File: config.mk
export PLATFORM = sky130hd
export DESIGN_NAME = spi_frame_sched
export DESIGN_NICKNAME = d
export VERILOG_FILES = /design/src/rtl/spi_frame_sched.sv
export SDC_FILE = /design/constraint.sdc
export NUM_CORES = 1
export LEC_CHECK = 0
export ABC_AREA = 1
export CORE_MARGIN = 2
export CORE_UTILIZATION = 53
export CTS_BUF_LIST = sky130_fd_sc_hd__clkbuf_8
export CTS_CLUSTER_SIZE = 28
export DETAILED_ROUTE_END_ITERATION = 10
export PLACE_DENSITY_LB_ADDON = 0.05
export SYNTH_ARGS = -nofsm -noshare
export SYNTH_HDL_FRONTEND = slang
export SYNTH_SLANG_ARGS = --single-unit
File: constraint.sdc
create_clock -name clock -period 1.7 [get_ports clock]
set_input_delay 0.34 -clock clock [delete_from_list [all_inputs] [get_ports clock]]
set_output_delay 0.34 -clock clock [all_outputs]
set_load 0.005 [all_outputs]
File: src/rtl/spi_frame_sched.sv
// spi_frame_sched
// Loads one duty byte per zone into an external zone register bank, then
// reserves a fixed number of clocks for the downstream SPI shift before
// reporting the frame as complete.
//
// Ports
//   clock        sole clock, all flops rising-edge
//   reset        asynchronous active-low reset
//   frame_start  one-cycle frame request pulse
//   duty_valid   duty byte available
//   duty_data    duty byte for the current zone
//   duty_ready   high while the scheduler is fetching zone bytes
//   DATAout      {zone address, duty byte} for the zone register bank
//   ENC          one-cycle load enable for the zone register bank
//   zone_idx     index of the next zone to be accepted
//   busy         high whenever a frame is in progress
//   frame_done   one-cycle completion pulse
//   overrun      sticky: frame_start seen while a frame was in progress
//   clr_ovr      synchronous clear of overrun
module spi_frame_sched #(
    parameter int         NUM_ZONES   = 10,
    parameter logic [7:0] ZONE_BASE   = 8'h00,
    parameter int         XFER_CYCLES = 64
) (
    input  logic        clock,
    input  logic        reset,
    input  logic        frame_start,
    input  logic        duty_valid,
    input  logic [7:0]  duty_data,
    output logic        duty_ready,
    output logic [15:0] DATAout,
    output logic        ENC,
    output logic [3:0]  zone_idx,
    output logic        busy,
    output logic        frame_done,
    output logic        overrun,
    input  logic        clr_ovr
);

    typedef enum logic [1:0] {IDLE, FETCH, XFER, DONE} state_t;

    localparam logic [3:0]  LAST_ZONE = 4'(NUM_ZONES - 1);
    localparam logic [15:0] XFER_LOAD = 16'(XFER_CYCLES);

    state_t      r_state;
    state_t      w_nextState;
    logic [15:0] r_xferCnt;
    logic [3:0]  r_zoneIdx;
    logic [15:0] r_dataOut;
    logic        r_enc;
    logic        r_overrun;
    logic        w_ready;
    logic        w_busy;
    logic        w_done;
    logic        w_handshake;
    logic        w_lastZone;
    logic [7:0]  w_zoneAddr;

    assign w_handshake = duty_valid & w_ready;
    assign w_lastZone  = (r_zoneIdx == LAST_ZONE);
    // Address wraps modulo 256 when ZONE_BASE sits near the top of the map.
    assign w_zoneAddr  = ZONE_BASE + {4'b0000, r_zoneIdx};

    // State register.
    always_ff @(posedge clock or negedge reset) begin
        if (!reset) begin
            r_state <= IDLE;
        end else begin
            r_state <= w_nextState;
        end
    end

    // Next-state logic. FETCH waits indefinitely on duty_valid; XFER leaves
    // when the counter is about to expire so XFER lasts exactly XFER_CYCLES.
    always_comb begin
        w_nextState = r_state;
        case (r_state)
            IDLE:    if (frame_start) w_nextState = FETCH;
            FETCH:   if (w_handshake && w_lastZone) w_nextState = XFER;
            XFER:    if (r_xferCnt == 16'd1) w_nextState = DONE;
            DONE:    w_nextState = IDLE;
            default: w_nextState = IDLE;
        endcase
    end

    // State-decoded outputs.
    always_comb begin
        w_ready = 1'b0;
        w_busy  = 1'b1;
        w_done  = 1'b0;
        case (r_state)
            IDLE:    w_busy  = 1'b0;
            FETCH:   w_ready = 1'b1;
            DONE:    w_done  = 1'b1;
            default: ;
        endcase
    end

    // Zone datapath and XFER counter. ENC is registered so the bank sees
    // address and data stable for the whole enable cycle.
    always_ff @(posedge clock or negedge reset) begin
        if (!reset) begin
            r_zoneIdx <= 4'd0;
            r_dataOut <= 16'h0000;
            r_enc     <= 1'b0;
            r_xferCnt <= 16'd0;
        end else begin
            r_enc <= w_handshake;
            if (r_state == IDLE && frame_start) begin
                r_zoneIdx <= 4'd0;
            end else if (w_handshake) begin
                r_zoneIdx <= r_zoneIdx + 4'd1;
                r_dataOut <= {w_zoneAddr, duty_data};
            end
            if (r_state == FETCH && w_nextState == XFER) begin
                r_xferCnt <= XFER_LOAD;
            end else if (r_state == XFER) begin
                r_xferCnt <= r_xferCnt - 16'd1;
            end
        end
    end

    // Sticky overrun; a new violation on the same edge beats the clear.
    always_ff @(posedge clock or negedge reset) begin
        if (!reset) begin
            r_overrun <= 1'b0;
        end else if (frame_start && r_state != IDLE) begin
            r_overrun <= 1'b1;
        end else if (clr_ovr) begin
            r_overrun <= 1'b0;
        end
    end

    assign duty_ready = w_ready;
    assign busy       = w_busy;
    assign frame_done = w_done;
    assign DATAout    = r_dataOut;
    assign ENC        = r_enc;
    assign zone_idx   = r_zoneIdx;
    assign overrun    = r_overrun;

endmodule

After elaboration in Yosys (flattened, before gate mapping)
Cells that the tools add are included.
{ "classes": {"mux": 13, "n_eq_ne": 6, "n_addsub": 2, "reduce_logical": 10, "n_bitwise": 2} }
{ "op_table": {"columns": ["cell", "n"], "rows": [
  ["$mux 16", 2],
  ["$eq 16x1->1 const B", 1],
  ["$sub 16x1->16 const B", 1],
  ["$mux 4", 2],
  ["$pmux 2 s4", 1],
  ["$reduce_bool 2->1", 4],
  ["$eq 2x2->1 const B", 3],
  ["$mux 2", 3],
  ["$mux 1", 5],
  ["$add 4x1->4 const B", 1],
  ["$eq 4x4->1 const B", 1],
  ["$logic_and 1x1->1", 4],
  ["$eq 2x1->1 const B", 1],
  ["$logic_not 2->1", 1],
  ["$reduce_and 2->1", 1],
  ["$and 1x1->1", 1],
  ["$not 1->1", 1]
]} }
{ "totals": {"output_inout_bits": 25, "wordCells": 39, "register_bits": 36} }

Longest topological paths before layout
{ "logic_depth": {"depth_word": 9, "mapped_depth": 9, "mapped_depth_nobuf": 9} }

Worst setup path before layout
OpenSTA, ideal clock, no wires.
{ "synth_path": {"kind": "register to register", "startpoint": "register r_xferCnt[0]", "endpoint": "register r_xferCnt[8]", "required_time_ns": 1.583, "setup_time_ns": 0.117, "path_buffers": 0, "period_less_slack_ns": 1.301, "path_slack_ns": 0.399, "t_arrival_ns": 1.184, "path_stages_with_launch": 10, "cell_sequence": "dfrtp_1 -> inv_1 -> ha_1 -> nand2_1 -> nor2_2 -> nand2_1 -> inv_1 -> nand2_1 -> nand3_2 -> nand2_1"} }
{ "synth_via": {"elab_chain_len": 6, "word_cells_on_any_way": 9} }
{ "synth_rtl": {"columns": ["item", "line_no", "source"], "rows": [
  ["start, declared", "47", "logic [15:0] r_xferCnt;"],
  ["start signal, assigned", "118", "r_xferCnt <= r_xferCnt - 16'd1;"],
  ["$eq 16x1->1", "80", "XFER: if (r_xferCnt == 16'd1) w_nextState = DONE;"],
  ["$mux 2", "80", null],
  ["$pmux 2 s4", "77", "case (r_state)"],
  ["$eq 2x2->1", "115", "if (r_state == FETCH && w_nextState == XFER) begin"],
  ["$logic_and 1x1->1", "115", null],
  ["$mux 16 / $reduce_bool 2->1 (equally long branches)", null, null]
]} }
Parallel ways exist; a longest one is shown, timed or not. The select of a mux whose other input is x is not followed.
A chain may end at the register's enable or synchronous reset.

Final worst setup path
{ "layout_path": {"startpoint": "register r_state[0]", "endpoint": "output port duty_ready"} }
{ "layout_via": {"elab_chain_len": 2} }
{ "layout_rtl": {"columns": ["item", "line_no", "source"], "rows": [
  ["start, declared", "45", "state_t r_state;"],
  ["start signal, assigned", "69", "r_state <= w_nextState;"],
  ["$eq 2x1->1", "91", "case (r_state)"],
  ["$mux 1", "91", null],
  ["end, declared", "30", "output logic duty_ready,"]
]} }
No other way between the ends.

==> results.toml <==
[clock_tree]
cts_buffers = 5
cts.sinks = 36
ctsRootBufferMaster = "clkbuf_8"
postCtsHoldBufs = 0
cts_max_level = 2
clkLatencyLatePin_ps = 280
clk_pin_slew_ps = 70
cts_tree = "built"
cts_buffer_depth = 2

[floorplanning]
start_util_pct = 55.8
num_rows = 21
pin_count = 38
core_um2 = 3390
die-area_um2 = 4060
die_y_um = 63.7
die_w_um = 63.7

[sta]
rsz0062_at_grt = "false"
setup_ws_ps = 81.7
slew_violations = 0
final-hold-violation-count = 0
setup_viol = 0
tns_ps = 0
max_freq_mhz = 618
period_share_pct = 95.2
min_period_ps = 1620
whs_ps = 426
fin_skew_ps = 5.04

[pwr]
p_per_area_nw_per_um2 = 1620
ir_worst_vdd_mv = 0.940
leakagePower_uw = 0.00121

[worst_setup_path]
cp_max_fo = 3
crit_arrival_ps = 1280
critPathRequiredTime_ps = 1360
r2r_cells = 9
crit_chain = "buf_4 -> nand2_4 -> inv_2 -> dlygate4sd2_1"
cp_slowest_cell = "dfrtp_2"
worst_setup_path_end_kind = "primary output"
crit_type = "reg2out"
start_kind = "flop"
cpPeakStageDelay_ps = 430

[cells_and_area]
fillers = 273
diodes = 0
utilization_pct = 70.9
drive_above_1_share_pct = 10.3
area_growth_pct = 27.1
nNetsFinal = 297

[place]
place_hpwl_um = 2680
port_buffers = 33
gp_congestion = 0.906
dp_slack_ps = 32.6

[yosys]
syn_avg_cell_area_um2 = 7.88
synth-seq-area-share_pct = 47.7
syn_inst = 240
synth_top_area_share_pct = 47.7
yosysWarnings = 0
synth_top_cell_by_area = "dfrtp_1"
synth_seq_cells = 36
synthTopCellsByArea = "dfrtp_1 (48%), nand2_1 (15%), nand3_1 (7.4%)"
netlist_area_um2 = 1890
ys_types = 25

[job]
cap_violations = 0

[grt]
grt_pass1_wl_um = 6960
grt.overflow.total = 0
first_global_vias = 1564
grt_start_max_net_pins = 37
track_usage_pct = 22.0
antenna_found_initial = 0

[drt]
vias = 1607
drc = 0
ant_nets = 0
first_iter_violations = 97
routed_wl_um = 3890
dr.pass1.iters = 4
vias_per_cell = 4.91
drt-wirelength-per-cell_um = 11.9

[min_path]
min_path_type = "in2async"

[outcome]
status = "complete, no violations"
==> logic make-up (layout without fill, tap and decap cells) <==
| logic type | Yosys count | in the layout | share of synthesized area [%] |
|---|---|---|---|
| adders and majority gates | 4 | 4 | 2.65 |
| DFF | 36 | 36 | 47.7 |
| and+or+nand+nor | 143 | 143 | 35.1 |
| AOI/OAI and AO/OA | 15 | 15 | 3.97 |
| buffers and inverters | 39 | 77 | 9.46 |
| other | 1 | 4 | 0.198 |
| xor gates and xnor gates | 2 | 2 | 0.927 |
==> cell usage after synthesis, drive strengths merged <==
cell / instances
nand4: 6
o21ai: 13
a21oi: 2
nor3: 1
or2: 1
nand3: 30
dfrtp: 36
xor2: 2
ha: 4
conb: 1
nand2: 76
nor2: 29
inv: 30
buf: 8
clkinv: 1
==> per-layer routing <==
metal	up-vias	part of all wire, %	GRT usage [%]
met5	-	0	0
met4	0	1.4	7.07
met3	6	5.9	6.25
met2	40	48	36.8
met1	741	45	27.2
li1	820	-	-
==> sequential cells by signal, summed over array words and instances, names as in the netlist <==
signal and cells:
r_xferCnt 16, DATAout 12, overrun 1, r_state 2, zone_idx 4, ENC 1
==> final timing paths <==
path                              start            to  slack, ps
min reg2reg                  DATAout[5]    DATAout[5]        480
min                               reset    r_state[1]        430
max reg2reg                r_xferCnt[0]  r_xferCnt[8]        130
max                          r_state[0]    duty_ready         80
min in group clock           DATAout[5]    DATAout[5]        480
max in group asynchronous         reset    r_state[0]       1080
==> critical path: cells and delay by family (launching register included) <==
| family | cells | cell delay (ps) |
|---|---|---|
| flip-flops | 1 | 430 |
| buffers and inverters | 3 | 460 |
| AND/OR/NAND/NOR | 1 | 100 |
==> area by class of cell <==
type | count | area, µm² | area share (%)
timing repair buffer | 38 | 384 | 16.0
tap | 46 | 57.6 | 2.40
sequential | 36 | 902 | 37.6
inverter | 31 | 116 | 4.84
clock inverter | 3 | 38.8 | 1.61
clock buffer | 5 | 68.8 | 2.86
multi-input combinational | 168 | 835 | 34.7
==> metrics by stage <==
step	instances	instance area (µm²)	power [µW]
2_1_floorplan	243	1900	2450
3_3_place_gp	317	2260	3090
3_5_place_dp	317	2260	3130
4_1_cts	327	2390	3900
5_1_grt	327	2400	4230
6_report	327	2400	3890
==> repair_timing <==
| item | 4_1_cts | 5_1_grt |
|---|---|---|
| endpoints found under the setup margin | 2 | 1 |
| gates resized for setup | 4 | 4 |
| pin swaps | 0 | 1 |
| setup buffers | 2 | 0 |
==> where the power goes <==
| part | switching (µW) | internal [µW] |
|---|---|---|
| Clock | 303 | 429 |
| Sequential | 357 | 1230 |
| Combinational | 803 | 769 |
| Total | 1460 | 2430 |
==> cells in the final DEF, fill, tap and decap left out, drive strengths merged <==
cell type      instances
or2                    1
buf                    5
nand2                 76
inv                   31
clkdlybuf4s50         30
clkbuf                 5
clkinv                 2
bufinv                 1
xor2                   2
nor3                   1
dfrtp                 36
nand3                 30
nand4                  6
a21oi                  2
conb                   4
dlygate4sd2            1
o21ai                 13
ha                     4
nor2                  29
dlymetal6s2s           2
No activity file was read; power rests on OpenSTA's default activity.
